<file path="config.mk">
export PLATFORM = sky130hd
export DESIGN_NAME = enable_overlap_monitor_flat
export DESIGN_NICKNAME = d
export VERILOG_FILES = /design/src/rtl/enable_monitor_pkg.sv /design/src/rtl/enable_overlap_monitor_if.sv /design/src/rtl/overlap_divider.sv /design/src/rtl/enable_overlap_monitor.sv /design/src/flat_wrapper.sv
export SDC_FILE = /design/constraint.sdc
export NUM_CORES = 1
export LEC_CHECK = 0
export BUFFER_PORTS_ARGS = -buffer_cell sky130_fd_sc_hd__buf_2
export CORE_MARGIN = 2
export CORE_UTILIZATION = 65
export DETAILED_ROUTE_END_ITERATION = 7
export PLACE_DENSITY = 0.86
export SYNTH_ARGS = -nofsm -noshare
export SYNTH_HDL_FRONTEND = slang
export SYNTH_SLANG_ARGS = --single-unit
</file>
<file path="constraint.sdc">
create_clock -name clk -period 13.85 [get_ports clk]
set_input_delay 2.0775 -clock clk [delete_from_list [all_inputs] [get_ports clk]]
set_output_delay 2.0775 -clock clk [all_outputs]
set_load 0.02 [all_outputs]
</file>
<file path="src/rtl/enable_monitor_pkg.sv">
// Shared types and constants for the enable overlap monitor.
// Pulled in by the interface, the divider and the top.
package enable_monitor_pkg;

  typedef enum logic [1:0] {
    IDLE,
    MEASURE,
    DIVIDE,
    DONE
  } mon_state_e;

  localparam int PCT_W     = 7;
  localparam int PCT_SCALE = 100;
  localparam int DIV_STEPS = 7;

endpackage

</file>
<file path="src/rtl/enable_overlap_monitor_if.sv">
// Enable inputs, window control and measurement results.
// master drives enables/controls, slave is the monitor.
interface enable_overlap_monitor_if #(
  parameter int CNT_W = 16
);
  import enable_monitor_pkg::*;

  logic             ens;
  logic             enr;
  logic             start;
  logic             stop;
  logic             busy;
  logic             done;
  logic [CNT_W-1:0] send_cycles;
  logic [CNT_W-1:0] recv_cycles;
  logic [CNT_W-1:0] overlap_cycles;
  logic [CNT_W-1:0] send_bursts;
  logic [CNT_W-1:0] recv_bursts;
  logic [PCT_W-1:0] overlap_pct;
  logic             div_zero;

  modport master (
    output ens, enr, start, stop,
    input  busy, done,
    input  send_cycles, recv_cycles,
    input  overlap_cycles,
    input  send_bursts, recv_bursts,
    input  overlap_pct, div_zero
  );

  modport slave (
    input  ens, enr, start, stop,
    output busy, done,
    output send_cycles, recv_cycles,
    output overlap_cycles,
    output send_bursts, recv_bursts,
    output overlap_pct, div_zero
  );

endinterface

</file>
<file path="src/rtl/overlap_divider.sv">
// Restoring divider, one quotient bit per cycle, MSB first.
// The load cycle also resolves the top bit.
module overlap_divider
  import enable_monitor_pkg::*;
#(
  parameter int CNT_W = 16
) (
  input  logic                   clk,
  input  logic                   rst_n,
  input  logic                   start,
  input  logic [CNT_W+PCT_W-1:0] num,
  input  logic [CNT_W-1:0]       den,
  output logic                   busy,
  output logic                   valid,
  output logic [PCT_W-1:0]       quot,
  output logic                   zero
);

  localparam int NUM_W = CNT_W + PCT_W;

  logic [NUM_W-1:0] rem_q, rem_d, rem_in, dsh;
  logic [CNT_W-1:0] den_q, den_d, den_in;
  logic [2:0]       step_q, step_d, step_in;
  logic [PCT_W-1:0] quot_q, quot_d, quot_in;
  logic             busy_q, busy_d;
  logic             valid_q, valid_d;
  logic             zero_q, zero_d;

  always_comb begin
    rem_in  = start ? num : rem_q;
    den_in  = start ? den : den_q;
    step_in = start ? 3'(DIV_STEPS - 1) : step_q;
    quot_in = start ? '0 : quot_q;
    dsh     = NUM_W'(den_in) << step_in;
    rem_d   = rem_q;
    den_d   = den_q;
    step_d  = step_q;
    quot_d  = quot_q;
    busy_d  = busy_q;
    zero_d  = zero_q;
    valid_d = 1'b0;
    if (start || busy_q) begin
      den_d  = den_in;
      zero_d = (den_in == '0);
      rem_d  = rem_in;
      quot_d = quot_in;
      if (rem_in >= dsh) begin
        rem_d          = rem_in - dsh;
        quot_d[step_in] = 1'b1;
      end
      busy_d  = (step_in != 3'd0);
      valid_d = (step_in == 3'd0);
      step_d  = step_in - 3'd1;
    end
  end

  always_ff @(posedge clk or negedge rst_n) begin
    if (!rst_n) begin
      rem_q   <= '0;
      den_q   <= '0;
      step_q  <= '0;
      quot_q  <= '0;
      busy_q  <= 1'b0;
      valid_q <= 1'b0;
      zero_q  <= 1'b0;
    end else begin
      rem_q   <= rem_d;
      den_q   <= den_d;
      step_q  <= step_d;
      quot_q  <= quot_d;
      busy_q  <= busy_d;
      valid_q <= valid_d;
      zero_q  <= zero_d;
    end
  end

  // A zero divisor sets every bit above; the flag masks it.
  assign quot  = zero_q ? '0 : quot_q;
  assign zero  = zero_q;
  assign busy  = busy_q;
  assign valid = valid_q;

endmodule

</file>
<file path="src/rtl/enable_overlap_monitor.sv">
// Counts synced ens/enr activity over a start/stop window,
// then derives the overlap percentage with a serial divider.
module enable_overlap_monitor
  import enable_monitor_pkg::*;
#(
  parameter int CNT_W       = 16,
  parameter int SYNC_STAGES = 2
) (
  input  logic                     clk,
  input  logic                     rst_n,
  enable_overlap_monitor_if.slave  bus
);

  localparam int NUM_W = CNT_W + PCT_W;
  localparam logic [CNT_W-1:0] CNT_MAX = '1;

  mon_state_e state_q, state_d;

  logic [SYNC_STAGES-1:0] ens_sync_q, ens_sync_d;
  logic [SYNC_STAGES-1:0] enr_sync_q, enr_sync_d;
  logic ens_prev_q, ens_prev_d;
  logic enr_prev_q, enr_prev_d;
  logic [CNT_W-1:0] send_q, send_d;
  logic [CNT_W-1:0] recv_q, recv_d;
  logic [CNT_W-1:0] ovl_q, ovl_d;
  logic [CNT_W-1:0] sbur_q, sbur_d;
  logic [CNT_W-1:0] rbur_q, rbur_d;
  logic [PCT_W-1:0] pct_q, pct_d;
  logic zero_q, zero_d;
  logic busy_q, busy_d;
  logic done_q, done_d;
  logic div_go_q, div_go_d;

  logic             ens_s, enr_s;
  logic             div_busy, div_valid, div_zero;
  logic [PCT_W-1:0] div_quot;
  logic [NUM_W-1:0] div_num;
  logic [CNT_W-1:0] div_den;

  function automatic logic [CNT_W-1:0] sat_inc(
    input logic [CNT_W-1:0] c,
    input logic             hit
  );
    return (hit && c != CNT_MAX) ? c + 1'b1 : c;
  endfunction

  assign ens_s   = ens_sync_q[SYNC_STAGES-1];
  assign enr_s   = enr_sync_q[SYNC_STAGES-1];
  assign div_num = NUM_W'(ovl_q) * NUM_W'(PCT_SCALE);
  assign div_den = (send_q >= recv_q) ? send_q : recv_q;

  always_comb begin
    ens_sync_d = {ens_sync_q[SYNC_STAGES-2:0], bus.ens};
    enr_sync_d = {enr_sync_q[SYNC_STAGES-2:0], bus.enr};
    state_d    = state_q;
    ens_prev_d = ens_prev_q;
    enr_prev_d = enr_prev_q;
    send_d     = send_q;
    recv_d     = recv_q;
    ovl_d      = ovl_q;
    sbur_d     = sbur_q;
    rbur_d     = rbur_q;
    pct_d      = pct_q;
    zero_d     = zero_q;
    div_go_d   = 1'b0;
    unique case (1'b1)
      (state_q == IDLE) || (state_q == DONE): begin
        if (bus.start) begin
          send_d     = '0;
          recv_d     = '0;
          ovl_d      = '0;
          sbur_d     = '0;
          rbur_d     = '0;
          pct_d      = '0;
          zero_d     = 1'b0;
          ens_prev_d = 1'b0;
          enr_prev_d = 1'b0;
          state_d    = MEASURE;
        end
      end
      (state_q == MEASURE): begin
        send_d     = sat_inc(send_q, ens_s);
        recv_d     = sat_inc(recv_q, enr_s);
        ovl_d      = sat_inc(ovl_q, ens_s && enr_s);
        sbur_d     = sat_inc(sbur_q, ens_s && !ens_prev_q);
        rbur_d     = sat_inc(rbur_q, enr_s && !enr_prev_q);
        ens_prev_d = ens_s;
        enr_prev_d = enr_s;
        if (bus.stop) begin
          state_d  = DIVIDE;
          div_go_d = !div_busy;
        end
      end
      (state_q == DIVIDE): begin
        if (div_valid) begin
          pct_d   = div_quot;
          zero_d  = div_zero;
          state_d = DONE;
        end
      end
      default: ;
    endcase
    busy_d = (state_d == MEASURE) || (state_d == DIVIDE);
    done_d = (state_d == DONE);
  end

  always_ff @(posedge clk or negedge rst_n) begin
    if (!rst_n) begin
      state_q    <= IDLE;
      ens_sync_q <= '0;
      enr_sync_q <= '0;
      ens_prev_q <= 1'b0;
      enr_prev_q <= 1'b0;
      send_q     <= '0;
      recv_q     <= '0;
      ovl_q      <= '0;
      sbur_q     <= '0;
      rbur_q     <= '0;
      pct_q      <= '0;
      zero_q     <= 1'b0;
      busy_q     <= 1'b0;
      done_q     <= 1'b0;
      div_go_q   <= 1'b0;
    end else begin
      state_q    <= state_d;
      ens_sync_q <= ens_sync_d;
      enr_sync_q <= enr_sync_d;
      ens_prev_q <= ens_prev_d;
      enr_prev_q <= enr_prev_d;
      send_q     <= send_d;
      recv_q     <= recv_d;
      ovl_q      <= ovl_d;
      sbur_q     <= sbur_d;
      rbur_q     <= rbur_d;
      pct_q      <= pct_d;
      zero_q     <= zero_d;
      busy_q     <= busy_d;
      done_q     <= done_d;
      div_go_q   <= div_go_d;
    end
  end

  // Launched one cycle after stop so the last count is included.
  overlap_divider #(
    .CNT_W (CNT_W)
  ) u_div (
    .clk   (clk),
    .rst_n (rst_n),
    .start (div_go_q),
    .num   (div_num),
    .den   (div_den),
    .busy  (div_busy),
    .valid (div_valid),
    .quot  (div_quot),
    .zero  (div_zero)
  );

  assign bus.busy           = busy_q;
  assign bus.done           = done_q;
  assign bus.send_cycles    = send_q;
  assign bus.recv_cycles    = recv_q;
  assign bus.overlap_cycles = ovl_q;
  assign bus.send_bursts    = sbur_q;
  assign bus.recv_bursts    = rbur_q;
  assign bus.overlap_pct    = pct_q;
  assign bus.div_zero       = zero_q;

endmodule

</file>
<file path="src/flat_wrapper.sv">
// flat-port wrapper written by rule: the top's interface ports become plain ports
module enable_overlap_monitor_flat import enable_monitor_pkg::*;
#(
  parameter int CNT_W       = 16,
  parameter int SYNC_STAGES = 2
)
  (clk, rst_n, bus_ens, bus_enr, bus_start, bus_stop, bus_busy, bus_done, bus_send_cycles, bus_recv_cycles, bus_overlap_cycles, bus_send_bursts, bus_recv_bursts, bus_overlap_pct, bus_div_zero);
  enable_overlap_monitor_if #(.CNT_W(CNT_W)) bus_i ();
  input  logic clk;
  input  logic rst_n;
  input wire logic [$bits(bus_i.ens)-1:0] bus_ens;
  input wire logic [$bits(bus_i.enr)-1:0] bus_enr;
  input wire logic [$bits(bus_i.start)-1:0] bus_start;
  input wire logic [$bits(bus_i.stop)-1:0] bus_stop;
  output wire logic [$bits(bus_i.busy)-1:0] bus_busy;
  output wire logic [$bits(bus_i.done)-1:0] bus_done;
  output wire logic [$bits(bus_i.send_cycles)-1:0] bus_send_cycles;
  output wire logic [$bits(bus_i.recv_cycles)-1:0] bus_recv_cycles;
  output wire logic [$bits(bus_i.overlap_cycles)-1:0] bus_overlap_cycles;
  output wire logic [$bits(bus_i.send_bursts)-1:0] bus_send_bursts;
  output wire logic [$bits(bus_i.recv_bursts)-1:0] bus_recv_bursts;
  output wire logic [$bits(bus_i.overlap_pct)-1:0] bus_overlap_pct;
  output wire logic [$bits(bus_i.div_zero)-1:0] bus_div_zero;
  assign bus_i.ens = bus_ens;
  assign bus_i.enr = bus_enr;
  assign bus_i.start = bus_start;
  assign bus_i.stop = bus_stop;
  assign bus_busy = bus_i.busy;
  assign bus_done = bus_i.done;
  assign bus_send_cycles = bus_i.send_cycles;
  assign bus_recv_cycles = bus_i.recv_cycles;
  assign bus_overlap_cycles = bus_i.overlap_cycles;
  assign bus_send_bursts = bus_i.send_bursts;
  assign bus_recv_bursts = bus_i.recv_bursts;
  assign bus_overlap_pct = bus_i.overlap_pct;
  assign bus_div_zero = bus_i.div_zero;
  enable_overlap_monitor #(.CNT_W(CNT_W), .SYNC_STAGES(SYNC_STAGES)) u_core (.clk(clk), .rst_n(rst_n), .bus(bus_i));
endmodule
</file>
==> run summary <==
The area of all placed cells without fillers came out at 12300 µm². The number of cells on the worst hold path came out at 0. The maximum achievable frequency is 162 MHz.

Buffers inserted during clock tree synthesis total 17. The final-layout setup total negative slack is 0 ps. The via count came out at 9734.

The synthesized cell area is 11100 µm². The starting density of the core came out at 0.666. The proportion of synthesized flip-flops having asynchronous set or reset came out at 1.00. The width of the chip is 135 µm. The max-slew violation total from the final report is 0.

The number of antenna violations at the first check in global routing came out at 0. Walking the worst path, the cells encountered are ha_1 -> ha_1 -> inv_1 -> fa_1 -> inv_1 -> ha_1 -> o21ai_0 -> o21a_1 -> o311a_1 -> o31ai_1 -> a31oi_1 -> xnor2_1 -> mux2_2 -> ha_1 -> and3_1 -> nand2_1 -> nor4_1 -> nand2_1 -> nand2_1 -> a21oi_1 -> nand2_4 -> and2_1 -> o311ai_1. The residual antenna-violating net count after detailed routing came out at 0. The part of the total power dissipated in combinational logic is 0.619. In this run the worst hold path is classified as flip-flop to flip-flop. In this run, synthesis inferred 0 flip-flops with an integrated enable. The net count of the mapped netlist is 1356. The average detailed-routed wire length per instance came out at 19.2 µm. The largest driver fanout on the critical path is 26. Dividing the final minimum period by the clock period gives 0.444. The largest single stage delay on the critical path is 540 ps.

The DRC marker count from the first detailed-route iteration came out at 884. The clock passes through at most 2 buffers. The total clock sinks is 151. The leakage dissipation is 6.02 nW. Post-CTS repair changed the size of 0 cells. The buffer cell driving the clock tree root is sky130_fd_sc_hd__clkbuf_16. The floorplan step defined a die boundary enclosing 18100 µm². The number of warnings reported in the yosys synthesis log came out at 0. The worst setup path is captured at a flip-flop. The depth of the worst register-to-register path came out at 23. The count of port buffers added during placement is 95. The startpoint identified for the worst register-to-register timing path is u_core.bus.overlap_cycles[3]$_DFFE_PN0P_. The clock latency on the worst-skew pair came out at 440 ps. The switching power is 1.44 mW. After clock tree synthesis, the clock-pin slew on the worst setup and hold paths is 70 ps. The worst path arrival time is 6480 ps. The worst max-slew margin expressed relative to the limit came out at 0.321. After detailed routing, the number of remaining DRC violations is 0. Of the total power, the share spent switching nets is 0.482. By instance count, the cell type seen most on the critical path is sky130_fd_sc_hd__ha_1. The sequential fraction of design power is 0.213. The worst reg-to-reg setup slack is 7700 ps. The area growth from synthesis to layout is 10.8%. The number of standard cells after synthesis is 1235. IR analysis of the VDD net gives a maximum drop of 0.000192 V.

The global-route total usage across every layer is 0.341. The maximum clock skew at final layout is 8.57 ps. For this design, the slowest cell found on the critical path is sky130_fd_sc_hd__a21oi_1. The vertical extent of the die is 135 µm. The number of H-tree levels came out at 4. The global placer's final weighted congestion is 0.916.

The required time reported for the critical path endpoint is 14180 ps. The floorplan step defined a core boundary enclosing 16600 µm². The internal portion of the total power is 1.55 mW. The power density over the cells came out at 244 nW/µm². After detailed routing, the number of vias per cell comes to 6.33.

The net count reported at finish came out at 1426. Counting I/O delays and the setup requirement, the final critical path takes 6150 ps. Across the run, the number of max-cap violations was 0. The type of the worst setup path is flip-flop to flip-flop. The synthesized area per cell is 8.97 µm². The end of the worst register-to-register path is u_core.u_div.rem_q[20]$_DFFE_PN0N_.

The number of buffers added for setup after CTS came out at 0. The slew of the pin with the lowest slew margin came out at 1020 ps. Of the total power, the clock network draws 0.169. Entering global routing, the biggest net connects 87 pins.

Setup repair after global routing left no endpoint under its margin. The run finished with clean final reports. The number of failing hold endpoints at the final stage came out at 0. The first global-routing pass estimated 48.8 mm of wire.

The overall routed net length came out at 29.5 mm. The worst hold path terminates at u_core.enr_sync_q[1]$_DFF_PN0_. The sequential-to-total area share from yosys stat is 0.341. The total inserted antenna cells is 0. In this run, distinct cell masters in the synthesized netlist total 76.

The total iterations of the first detailed-routing run came out at 5. The startpoint identified for the worst hold timing path is u_core.enr_sync_q[0]$_DFF_PN0_. The number of hold buffers added after CTS was 0.

TritonCTS built the clock tree. The number of endpoints failing setup at the final stage came out at 0. The via count of the first global-routing pass came out at 9595.

The synthesized flop and latch total is 151. After detailed placement, the total cell area comes to 11600 µm². The total half-perimeter wirelength after legalization and detailed placement is 20.9 mm.

The number of rows in the core area came out at 47. The I/O pin total is 96. In the synthesized netlist the dominant register cell turns out to be sky130_fd_sc_hd__dfrtp_1. In the final layout, the share of cells above drive strength 1 is 0.140. Summed over all layers, the global routing overflow is 0. The type of element launching the critical path is a flip-flop.
power by group through the flow:
stage / combinational, mW / clock (mW) / sequential (mW)
final: 1.85 / 0.505 / 0.637
after global routing: 2.03 / 0.527 / 0.646
after CTS: 1.81 / 0.505 / 0.633
after detailed placement: 1.78 / 0 / 0.638
after global placement: 1.73 / 0 / 0.634
after floorplan: 1.41 / 0 / 0.640
layout by cell type, fill, tap and decap left out, types with 5 or more instances in the layout:
cell type / instances
sky130_fd_sc_hd__o21bai_1: 6
sky130_fd_sc_hd__dfrtp_1: 150
sky130_fd_sc_hd__clkbuf_16: 17
sky130_fd_sc_hd__and3_1: 11
sky130_fd_sc_hd__a211oi_1: 8
sky130_fd_sc_hd__or4_1: 8
sky130_fd_sc_hd__mux2_2: 17
sky130_fd_sc_hd__xor2_1: 37
sky130_fd_sc_hd__or2_2: 6
sky130_fd_sc_hd__nor3_1: 22
sky130_fd_sc_hd__o21ai_0: 45
sky130_fd_sc_hd__o211ai_1: 15
sky130_fd_sc_hd__mux2i_1: 31
sky130_fd_sc_hd__a21o_1: 20
sky130_fd_sc_hd__inv_1: 74
sky130_fd_sc_hd__buf_4: 6
sky130_fd_sc_hd__ha_1: 103
sky130_fd_sc_hd__a31oi_1: 12
sky130_fd_sc_hd__a22o_1: 8
sky130_fd_sc_hd__a41oi_1: 5
sky130_fd_sc_hd__or3_1: 14
sky130_fd_sc_hd__nand3_1: 48
sky130_fd_sc_hd__nor2_1: 136
sky130_fd_sc_hd__nand4_1: 21
sky130_fd_sc_hd__nand2_1: 121
sky130_fd_sc_hd__and4_1: 7
sky130_fd_sc_hd__xnor2_1: 55
sky130_fd_sc_hd__nor4_1: 9
sky130_fd_sc_hd__nor2b_1: 10
sky130_fd_sc_hd__a21oi_1: 88
sky130_fd_sc_hd__fa_1: 12
sky130_fd_sc_hd__o31ai_1: 5
sky130_fd_sc_hd__o21a_1: 7
sky130_fd_sc_hd__mux4_2: 7
sky130_fd_sc_hd__and2_1: 9
sky130_fd_sc_hd__buf_2: 94
metal layers:
| layer | vias up | part of all wire | wire length, µm | track usage |
|---|---|---|---|---|
| met1 | 4701 | 0.42 | 12500 | 0.453 |
| met2 | 432 | 0.47 | 14000 | 0.548 |
| met4 | 0 | 0.037 | 1090 | 0.148 |
| li1 | 4517 | - | - | - |
| met3 | 84 | 0.068 | 2010 | 0.0657 |
| met5 | - | 0 | 0 | 0 |
area by class of cell:
cell class,count,area [µm²]
multi-input combinational,959,6790
clock buffer,18,439
inverter,75,282
tap,220,275
fill,1172,4370
timing repair buffer,101,527
sequential,151,3780
clock inverter,14,188
state kept, by name, summed over array words and instances (netlist names), 2 cells and up:
name                       cells
u_core.bus.overlap_cycles     16
u_core.bus.overlap_pct         7
u_core.bus.recv_bursts        16
u_core.bus.recv_cycles        16
u_core.bus.send_bursts        16
u_core.bus.send_cycles        16
u_core.enr_sync_q              2
u_core.ens_sync_q              2
u_core.state_q                 2
u_core.u_div.den_q            16
u_core.u_div.quot_q            7
u_core.u_div.rem_q            23
u_core.u_div.step_q            3
cell usage after synthesis, drive strengths merged (8+ instances only):
cell / instances / area (µm²)
nand2: 123 / 472
dfrtp: 151 / 3780
a21o: 20 / 150
and3: 11 / 68.8
fa: 12 / 240
nor2b: 11 / 76.3
o31ai: 8 / 83.8
ha: 103 / 1290
nor4: 9 / 56.3
o211ai: 16 / 125
xor2: 37 / 324
nor2: 138 / 526
mux2: 17 / 191
or4: 9 / 68.8
a211oi: 9 / 72.6
a21oi: 91 / 467
mux2i: 31 / 310
nand3: 48 / 240
xnor2: 55 / 482
a31oi: 12 / 75.1
nor3: 23 / 120
nand4: 21 / 131
a22o: 8 / 70.1
clkbuf: 34 / 138
o21ai: 49 / 249
or3: 15 / 95.1
buf: 16 / 100
inv: 74 / 278
and2: 9 / 56.3
cells by family after synthesis:
logic type | count (synthesis) | share of synthesized area
xor gates and xnor gates | 92 | 0.0727
buffers and inverters | 125 | 0.0469
and+or+nand+nor | 438 | 0.187
adders and majority gates | 115 | 0.138
DFF | 151 | 0.341
AOI/OAI and AO/OA | 259 | 0.155
muxes | 55 | 0.0595
worst max-delay path by stage:
stage / cells after the start / start / slack [ps] / end
after floorplan: 24 / u_core.bus.overlap_cycles[2]$_DFFE_PN0P_ / 8430 / u_core.u_div.rem_q[20]$_DFFE_PN0N_
after global placement: 23 / u_core.bus.overlap_cycles[3]$_DFFE_PN0P_ / 8000 / u_core.u_div.rem_q[20]$_DFFE_PN0N_
after detailed placement: 23 / u_core.bus.overlap_cycles[3]$_DFFE_PN0P_ / 7790 / u_core.u_div.rem_q[20]$_DFFE_PN0N_
after CTS: 23 / u_core.bus.overlap_cycles[3]$_DFFE_PN0P_ / 7720 / u_core.u_div.rem_q[20]$_DFFE_PN0N_
after global routing: 23 / u_core.bus.overlap_cycles[3]$_DFFE_PN0P_ / 7230 / u_core.u_div.rem_q[20]$_DFFE_PN0N_
final: 23 / u_core.bus.overlap_cycles[3]$_DFFE_PN0P_ / 7700 / u_core.u_div.rem_q[20]$_DFFE_PN0N_
critical path: cells and delay by family, from the launching register on:
kind	cells	cell delay [ps]
AND/OR/NAND/NOR	7	1180
buffers and inverters	2	90
adder cells (fa/ha/maj)	5	1800
multiplexers	1	290
AO/OA/AOI/OAI	7	2080
flip-flops	1	440
XOR/XNOR	1	160
metrics by stage:
stage          hold WS, ps  instances  setup slack (ps)  total power [mW]   util
2_1_floorplan          331       1235              8430              2.05      -
3_3_place_gp           333       1506              8000              2.37  0.700
3_5_place_dp           335       1506              7790              2.41  0.700
4_1_cts                358       1538              7720              2.95  0.738
5_1_grt                372       1538              7230              3.20  0.738
6_report               356       1538              7700              2.99  0.738
Power figures use the tool's default switching activity.
